$ cat config.mk
export PLATFORM = sky130hd
export DESIGN_NAME = complex_acc_stage
export DESIGN_NICKNAME = d
export VERILOG_FILES = /design/src/rtl/complex_mult_pkg.sv /design/src/rtl/complex_acc_lane.sv /design/src/rtl/complex_acc_stage.sv
export SDC_FILE = /design/constraint.sdc
export NUM_CORES = 1
export LEC_CHECK = 0
export ABC_AREA = 0
export BUFFER_PORTS_ARGS = -buffer_cell sky130_fd_sc_hd__buf_2
export CORE_ASPECT_RATIO = 0.9
export CORE_MARGIN = 2
export CORE_UTILIZATION = 45
export CTS_BUF_LIST = sky130_fd_sc_hd__clkbuf_8 sky130_fd_sc_hd__clkbuf_16
export CTS_CLUSTER_DIAMETER = 30
export DETAILED_ROUTE_END_ITERATION = 6
export PLACE_DENSITY = 0.65
export SLEW_MARGIN = 40
export SYNTH_ARGS = -nofsm -noshare
export SYNTH_HDL_FRONTEND = slang
export SYNTH_SLANG_ARGS = --single-unit
$ cat constraint.sdc
create_clock -name clk -period 3.69 [get_ports clk]
set_input_delay 0.1845 -clock clk [delete_from_list [all_inputs] [get_ports clk]]
set_output_delay 0.1845 -clock clk [all_outputs]
set_load 0.1 [all_outputs]
$ cat src/rtl/complex_mult_pkg.sv
// Shared definitions for the complex multiplier datapath and its accumulate stage.
// Holds the default widths, their derivation helpers and the stage state encoding.
package complex_mult_pkg;

    localparam int DATA_WIDTH_DEF = 8;
    localparam int CNT_WIDTH_DEF  = 4;

    // Each product component needs two operand widths plus one bit for the re/im sum.
    function automatic int res_width(input int data_width);
        return 2 * data_width + 1;
    endfunction

    // CNT_WIDTH guard bits let 2^CNT_WIDTH full-scale products sum without overflow.
    function automatic int acc_width(input int r_width, input int c_width);
        return r_width + c_width;
    endfunction

    localparam int RES_WIDTH_DEF = res_width(DATA_WIDTH_DEF);
    localparam int ACC_WIDTH_DEF = acc_width(RES_WIDTH_DEF, CNT_WIDTH_DEF);

    typedef enum logic [1:0] {
        S_IDLE  = 2'd0,
        S_ACCUM = 2'd1,
        S_OUT   = 2'd2
    } acc_state_e;

endpackage

$ cat src/rtl/complex_acc_lane.sv
// One signed component (re or im) of the accumulator: loads or adds a sign-extended beat.
// The next value is also exported so the top can capture the final sum on the last beat.
module complex_acc_lane
    import complex_mult_pkg::*;
#(
    parameter int RES_WIDTH = RES_WIDTH_DEF,
    parameter int ACC_WIDTH = ACC_WIDTH_DEF
) (
    input  logic                 clk,
    input  logic                 rstn,
    input  logic                 clr,
    input  logic                 en,
    input  logic                 load,
    input  logic [RES_WIDTH-1:0] din,
    output logic [ACC_WIDTH-1:0] acc,
    output logic [ACC_WIDTH-1:0] acc_nxt
);

    logic [ACC_WIDTH-1:0] ext_s;
    logic [ACC_WIDTH-1:0] nxt_s;
    logic [ACC_WIDTH-1:0] acc_r;

    // Sign-extend the beat and either start a new sum or add to the running one
    always_comb begin
        ext_s = {{(ACC_WIDTH-RES_WIDTH){din[RES_WIDTH-1]}}, din};
        if (load) begin
            nxt_s = ext_s;
        end else begin
            nxt_s = acc_r + ext_s;
        end
    end

    // Accumulator register; it only moves on an accepted beat so idle data never reaches it
    always_ff @(posedge clk or negedge rstn) begin
        if (!rstn) begin
            acc_r <= {ACC_WIDTH{1'b0}};
        end else if (clr) begin
            acc_r <= {ACC_WIDTH{1'b0}};
        end else if (en) begin
            acc_r <= nxt_s;
        end else begin
            acc_r <= acc_r;
        end
    end

    assign acc     = acc_r;
    assign acc_nxt = nxt_s;

endmodule

$ cat src/rtl/complex_acc_stage.sv
// Accumulates acc_len consecutive complex products into a widened complex dot product.
// Results arrive on a valid/ready input and the sum leaves on a registered valid/ready output.
module complex_acc_stage
    import complex_mult_pkg::*;
#(
    parameter int DATA_WIDTH = DATA_WIDTH_DEF,
    parameter int RES_WIDTH  = res_width(DATA_WIDTH),
    parameter int CNT_WIDTH  = CNT_WIDTH_DEF,
    parameter int ACC_WIDTH  = acc_width(RES_WIDTH, CNT_WIDTH)
) (
    input  logic                   clk,
    input  logic                   rstn,
    input  logic                   sw_rst,
    input  logic [CNT_WIDTH-1:0]   acc_len,
    input  logic                   res_val,
    output logic                   res_ready,
    input  logic [2*RES_WIDTH-1:0] res_data,
    output logic                   acc_val,
    input  logic                   acc_ready,
    output logic [2*ACC_WIDTH-1:0] acc_data,
    output logic                   busy
);

    acc_state_e             state_r;
    acc_state_e             state_nxt_s;

    logic [CNT_WIDTH-1:0]   cnt_r;
    logic [CNT_WIDTH-1:0]   cnt_nxt_s;
    logic [CNT_WIDTH-1:0]   len_q_r;
    logic [CNT_WIDTH-1:0]   len_q_nxt_s;
    logic [CNT_WIDTH-1:0]   len_eff_s;
    logic [CNT_WIDTH-1:0]   len_m1_s;

    logic                   res_ready_r;
    logic                   res_ready_nxt_s;
    logic                   acc_val_r;
    logic                   acc_val_nxt_s;
    logic                   busy_r;
    logic                   busy_nxt_s;
    logic [2*ACC_WIDTH-1:0] acc_data_r;
    logic [2*ACC_WIDTH-1:0] acc_data_nxt_s;

    logic                   beat_s;
    logic                   first_s;
    logic                   last_s;

    logic [RES_WIDTH-1:0]   res_re_s;
    logic [RES_WIDTH-1:0]   res_im_s;
    logic [ACC_WIDTH-1:0]   acc_re_s;
    logic [ACC_WIDTH-1:0]   acc_im_s;
    logic [ACC_WIDTH-1:0]   acc_re_nxt_s;
    logic [ACC_WIDTH-1:0]   acc_im_nxt_s;

    assign res_re_s = res_data[2*RES_WIDTH-1:RES_WIDTH];
    assign res_im_s = res_data[RES_WIDTH-1:0];

    // Beat qualification; the length in force is acc_len on the first beat, len_q_r afterwards
    always_comb begin
        beat_s  = res_val & res_ready_r;
        first_s = (cnt_r == {CNT_WIDTH{1'b0}});
        if (first_s) begin
            len_eff_s = acc_len;
        end else begin
            len_eff_s = len_q_r;
        end
        // A length of zero wraps to all-ones here, giving 2^CNT_WIDTH beats
        len_m1_s = len_eff_s - {{(CNT_WIDTH-1){1'b0}}, 1'b1};
        last_s   = beat_s & (cnt_r == len_m1_s);
    end

    complex_acc_lane #(
        .RES_WIDTH (RES_WIDTH),
        .ACC_WIDTH (ACC_WIDTH)
    ) u_lane_re (
        .clk     (clk),
        .rstn    (rstn),
        .clr     (sw_rst),
        .en      (beat_s),
        .load    (first_s),
        .din     (res_re_s),
        .acc     (acc_re_s),
        .acc_nxt (acc_re_nxt_s)
    );

    complex_acc_lane #(
        .RES_WIDTH (RES_WIDTH),
        .ACC_WIDTH (ACC_WIDTH)
    ) u_lane_im (
        .clk     (clk),
        .rstn    (rstn),
        .clr     (sw_rst),
        .en      (beat_s),
        .load    (first_s),
        .din     (res_im_s),
        .acc     (acc_im_s),
        .acc_nxt (acc_im_nxt_s)
    );

    // State register
    always_ff @(posedge clk or negedge rstn) begin
        if (!rstn) begin
            state_r <= S_IDLE;
        end else begin
            state_r <= state_nxt_s;
        end
    end

    // Next-state logic; a software reset always lands in S_ACCUM
    always_comb begin
        state_nxt_s = state_r;
        if (sw_rst) begin
            state_nxt_s = S_ACCUM;
        end else begin
            case (state_r)
                S_IDLE:  state_nxt_s = S_ACCUM;
                S_ACCUM: begin
                    if (last_s) begin
                        state_nxt_s = S_OUT;
                    end else begin
                        state_nxt_s = S_ACCUM;
                    end
                end
                S_OUT: begin
                    if (acc_ready) begin
                        state_nxt_s = S_ACCUM;
                    end else begin
                        state_nxt_s = S_OUT;
                    end
                end
                default: state_nxt_s = S_IDLE;
            endcase
        end
    end

    // Output and datapath next values, all registered below
    always_comb begin
        cnt_nxt_s       = cnt_r;
        len_q_nxt_s     = len_q_r;
        acc_data_nxt_s  = acc_data_r;
        res_ready_nxt_s = (state_nxt_s == S_ACCUM);
        acc_val_nxt_s   = (state_nxt_s == S_OUT);
        if (sw_rst) begin
            cnt_nxt_s      = {CNT_WIDTH{1'b0}};
            len_q_nxt_s    = {CNT_WIDTH{1'b0}};
            acc_data_nxt_s = {(2*ACC_WIDTH){1'b0}};
        end else if (beat_s) begin
            if (first_s) begin
                len_q_nxt_s = acc_len;
            end else begin
                len_q_nxt_s = len_q_r;
            end
            if (last_s) begin
                cnt_nxt_s      = {CNT_WIDTH{1'b0}};
                acc_data_nxt_s = {acc_re_nxt_s, acc_im_nxt_s};
            end else begin
                cnt_nxt_s = cnt_r + {{(CNT_WIDTH-1){1'b0}}, 1'b1};
            end
        end else begin
            cnt_nxt_s = cnt_r;
        end
        busy_nxt_s = (cnt_nxt_s != {CNT_WIDTH{1'b0}}) | (state_nxt_s == S_OUT);
    end

    // Counter, latched length and registered outputs
    always_ff @(posedge clk or negedge rstn) begin
        if (!rstn) begin
            cnt_r       <= {CNT_WIDTH{1'b0}};
            len_q_r     <= {CNT_WIDTH{1'b0}};
            res_ready_r <= 1'b0;
            acc_val_r   <= 1'b0;
            busy_r      <= 1'b0;
            acc_data_r  <= {(2*ACC_WIDTH){1'b0}};
        end else begin
            cnt_r       <= cnt_nxt_s;
            len_q_r     <= len_q_nxt_s;
            res_ready_r <= res_ready_nxt_s;
            acc_val_r   <= acc_val_nxt_s;
            busy_r      <= busy_nxt_s;
            acc_data_r  <= acc_data_nxt_s;
        end
    end

    assign res_ready = res_ready_r;
    assign acc_val   = acc_val_r;
    assign acc_data  = acc_data_r;
    assign busy      = busy_r;

endmodule

==> impl_metrics.csv <==
group,metric,value,unit
final_layout,fin_util,0.522,
global_route,grt_max_degree,68,
clock_network,postCtsSetupBuffers,0,
critical_path,startpoint_type,"register",
routing,drt_pass1_iterations,4,
timing,period_share,0.873,
global_route,grt_pass1_vias,5863,
routing,drc,0,
logic_synthesis,synthCells,770,
floorplan,die_x,132,µm
logic_synthesis,synth_edf_count,0,
logic_synthesis,synth_area_per_cell,8.65,µm²
clock_network,clk_latency,0.36,ns
logic_synthesis,synth.distinct_cells,70,
flow_run,max_cap_violations,0,
clock_network,ctsResizeCount,0,
place,portBuffers,87,
final_layout,postLayoutCellArea,7630,µm²
final_layout,fill_cells,1397,
timing,slew_violations,0,
timing,finalCriticalPeriod,3.22,ns
critical_path,crit_arrival,3.47,ns
floorplan,die-area,15800,µm²
final_layout,nNetsFinal,923,
logic_synthesis,ys_seq_area_frac,0.364,
routing,postRouteAntennaNets,0,
place,hpwlAfterDp,12.4,mm
clock_network,clock_path_buffers,2,
timing,finClkSkew,0.0115,ns
critical_path,crit_path_start,"cnt_r[0]",
final_layout,area_growth,14.5,%
critical_path,crit_path_cell_trace,"inv_1 > ha_1 > nor3b_4 > buf_4 > nor4_1 > a21oi_1 > xnor2_1 > and3_2 > buf_12 > nor2_1 > a311oi_1",
final_layout,drive_above_1_share,0.164,
power_and_ir_drop,irDropWorstVdd,0.000299,V
floorplan,num_rows,42,
critical_path,r2r_cells,11,
logic_synthesis,synth_fp_nets,858,
timing,hold_slack,0.0777,ns
global_route,grt_usage,0.231,
floorplan,start_util,0.456,
power_and_ir_drop,p_per_area,618,nW/µm²
timing,setup_viol,0,
critical_path,endpoint_kind,"register",
clock_network,root_buffer,"clkbuf_16",
logic_synthesis,postSynth.asyncResetShare,1.00,
timing,setup_slack,0.467,ns
timing,hold_viol_final,0,
critical_path,regToRegEndpoint,"acc_data[16]",
global_route,antenna_found_initial,0,
clock_network,clk_pin_slew,0.07,ns
place,place_congestion,0.901,
global_route,overflow,0,
critical_path,crit_path_max_fanout,57,
floorplan,core_region_area,14600,µm²
logic_synthesis,synth_area,6660,µm²
critical_path,required,3.94,ns
floorplan,io_pins,88,
logic_synthesis,yosys.area.top_type,"dfrtp_1",
logic_synthesis,ys_ff_latch,97,
global_route,grt_pass1_wl,29.4,mm
status,outcome,"completed",
logic_synthesis,ys_warn_count,0,
critical_path,reg2reg_setup_slack,0.47,ns
clock_network,cts_tree,"built",
timing,slew_headroom,0.561,
clock_network,cts-htree-levels,3,
place,dp_slack,0.465,ns
clock_network,cts_buffers,9,
critical_path,max_stage_delay,0.56,ns
routing,dr.first_iter.drc_count,436,
logic_synthesis,synth_ff_type,"dfrtp_1",
routing,wl_per_cell,17.2,µm
routing,via_per_inst,5.79,
final_layout,antenna_cells,0,
critical_path,critPathCapture,"acc_data[16]",
timing,rsz0062_at_grt,"false",
place,dpl-instance-area,7270,µm²
routing,routed_wl,17.8,mm
logic_synthesis,synth_top_cell_area_share,0.364,
critical_path,cp_slowest_cell,"buf_4",
min_path,hold_class,"input pin to register",
timing,fmax,310,MHz
critical_path,worst-setup-path-type,"register to register",
timing,worst_pin_slew,0.656,ns
clock_network,cts.sinks,97,
logic_synthesis,netlist_top_cells_area,"dfrtp_1 36%, ha_1 8.1%, nor2_1 6.3%, a211oi_1 4.5%, a21oi_1 4.4%",
routing,vias,6010,
timing,finalSetupTns,0,ns
floorplan,die_h,119,µm
power_and_ir_drop,p_leak,3.54,nW
critical_path,rr_startpoint,"cnt_r[0]",
-- sequential cells by signal, summed over array words and instances (netlist names) --
| register | count |
|---|---|
| acc_data | 42 |
| u_lane_im.acc | 21 |
| u_lane_re.acc | 21 |
| cnt_r | 4 |
| len_q_r | 4 |
| state_r | 2 |
| acc_val | 1 |
| busy | 1 |
| res_ready | 1 |
-- cell type report --
cell class              count  area (µm²)  share of cell area
flip-flops and latches     97        2430               0.318
clock buffers              10         239              0.0313
inverters                  15        56.3             0.00738
well taps                 198         248              0.0325
multi-input cells         613        3990               0.523
clock inverters             6         106              0.0139
repair buffers             99         562              0.0737
-- metal layers --
metal / vias to the layer above / track usage / part of all wire
met5: - / 0 / 0
met4: 0 / 0.0813 / 0.024
met3: 31 / 0.0464 / 0.043
met2: 147 / 0.393 / 0.48
met1: 2898 / 0.293 / 0.45
li1: 2934 / - / -
-- kinds of logic after synthesis --
kind of cell,count (synthesis),share of synthesized area
simple gates,279,0.191
compound gates,235,0.242
flops,97,0.364
buf+inv,60,0.0374
fa+ha+maj,45,0.0868
xor+xnor,30,0.0394
mux,24,0.0383
-- worst max-delay path, delay by kind of cell, from the launching register on --
family / cells / cell delay, ns
DFF: 1 / 0.42
adders and majority gates: 1 / 0.24
and+or+nand+nor: 4 / 0.87
xor gates and xnor gates: 1 / 0.17
AOI/OAI and AO/OA: 2 / 0.48
buffers and inverters: 3 / 0.93
-- worst min-delay path by stage --
stage	from	cells after the start	slack [ns]	end
6_report	acc_len[2]	3	0.08	len_q_r[2]
5_1_grt	acc_len[2]	3	0.09	len_q_r[2]
4_1_cts	acc_len[2]	3	0.07	len_q_r[2]
3_5_place_dp	rstn	1	0.24	u_lane_im.acc[1]
3_3_place_gp	rstn	1	0.36	u_lane_im.acc[1]
2_1_floorplan	rstn	0	-0.11	acc_data[0]
-- report_power, final --
group / switching, W / internal (W) / leakage [nW]
Clock: 0.000433 / 0.000678 / 0.170
Combinational: 0.00157 / 0.000685 / 2.08
Sequential: 0.000115 / 0.00123 / 1.29
-- layout by cell type, fill, tap and decap left out, types with 9 or more instances in the layout --
| cell | Yosys | final |
|---|---|---|
| nor2_1 | 111 | 111 |
| dfrtp_1 | 97 | 97 |
| buf_2 | 7 | 85 |
| nand2_1 | 69 | 69 |
| a21oi_1 | 59 | 59 |
| ha_1 | 43 | 43 |
| a211oi_1 | 40 | 40 |
| o21ai_0 | 32 | 32 |
| nor3_1 | 24 | 24 |
| a21o_1 | 23 | 23 |
| inv_1 | 15 | 16 |
| xnor2_1 | 15 | 15 |
| xor2_1 | 15 | 15 |
| nand3_1 | 15 | 15 |
| mux2i_1 | 14 | 14 |
| nor2b_1 | 13 | 13 |
| a311oi_1 | 11 | 11 |
| o31ai_1 | 11 | 11 |
| nand2b_1 | 10 | 10 |
| buf_4 | 4 | 10 |
| clkbuf_16 | 0 | 9 |
-- timing repair --
action                     CTS  global route
setup endpoints to repair    0             0
hold buffers                 1             0
hold endpoints to repair    66             0
-- metrics by stage --
step,instances,power [W]
5_1_grt,1038,0.00499
4_1_cts,1038,0.00472
3_3_place_gp,1021,0.00355
6_report,1038,0.00471
2_1_floorplan,770,0.00312
3_5_place_dp,1021,0.00360
-- synthesized netlist by cell type (3+ instances only) --
library cell / instances
a211oi_1: 40
a21o_1: 23
a21oi_1: 59
a22o_1: 3
a311o_1: 3
a311oi_1: 11
a31oi_1: 7
and3_1: 7
buf_1: 6
buf_2: 7
buf_4: 4
clkbuf_1: 28
dfrtp_1: 97
ha_1: 43
inv_1: 15
mux2_2: 7
mux2i_1: 14
nand2_1: 69
nand2b_1: 10
nand3_1: 15
nand3b_1: 4
nand4_1: 5
nor2_1: 111
nor2b_1: 13
nor3_1: 24
nor4_1: 4
o211ai_1: 4
o21a_1: 6
o21ai_0: 32
o21ai_1: 5
o311ai_0: 3
o31ai_1: 11
or2_2: 3
or3_1: 5
xnor2_1: 15
xor2_1: 15
Power figures use the tool's default switching activity.
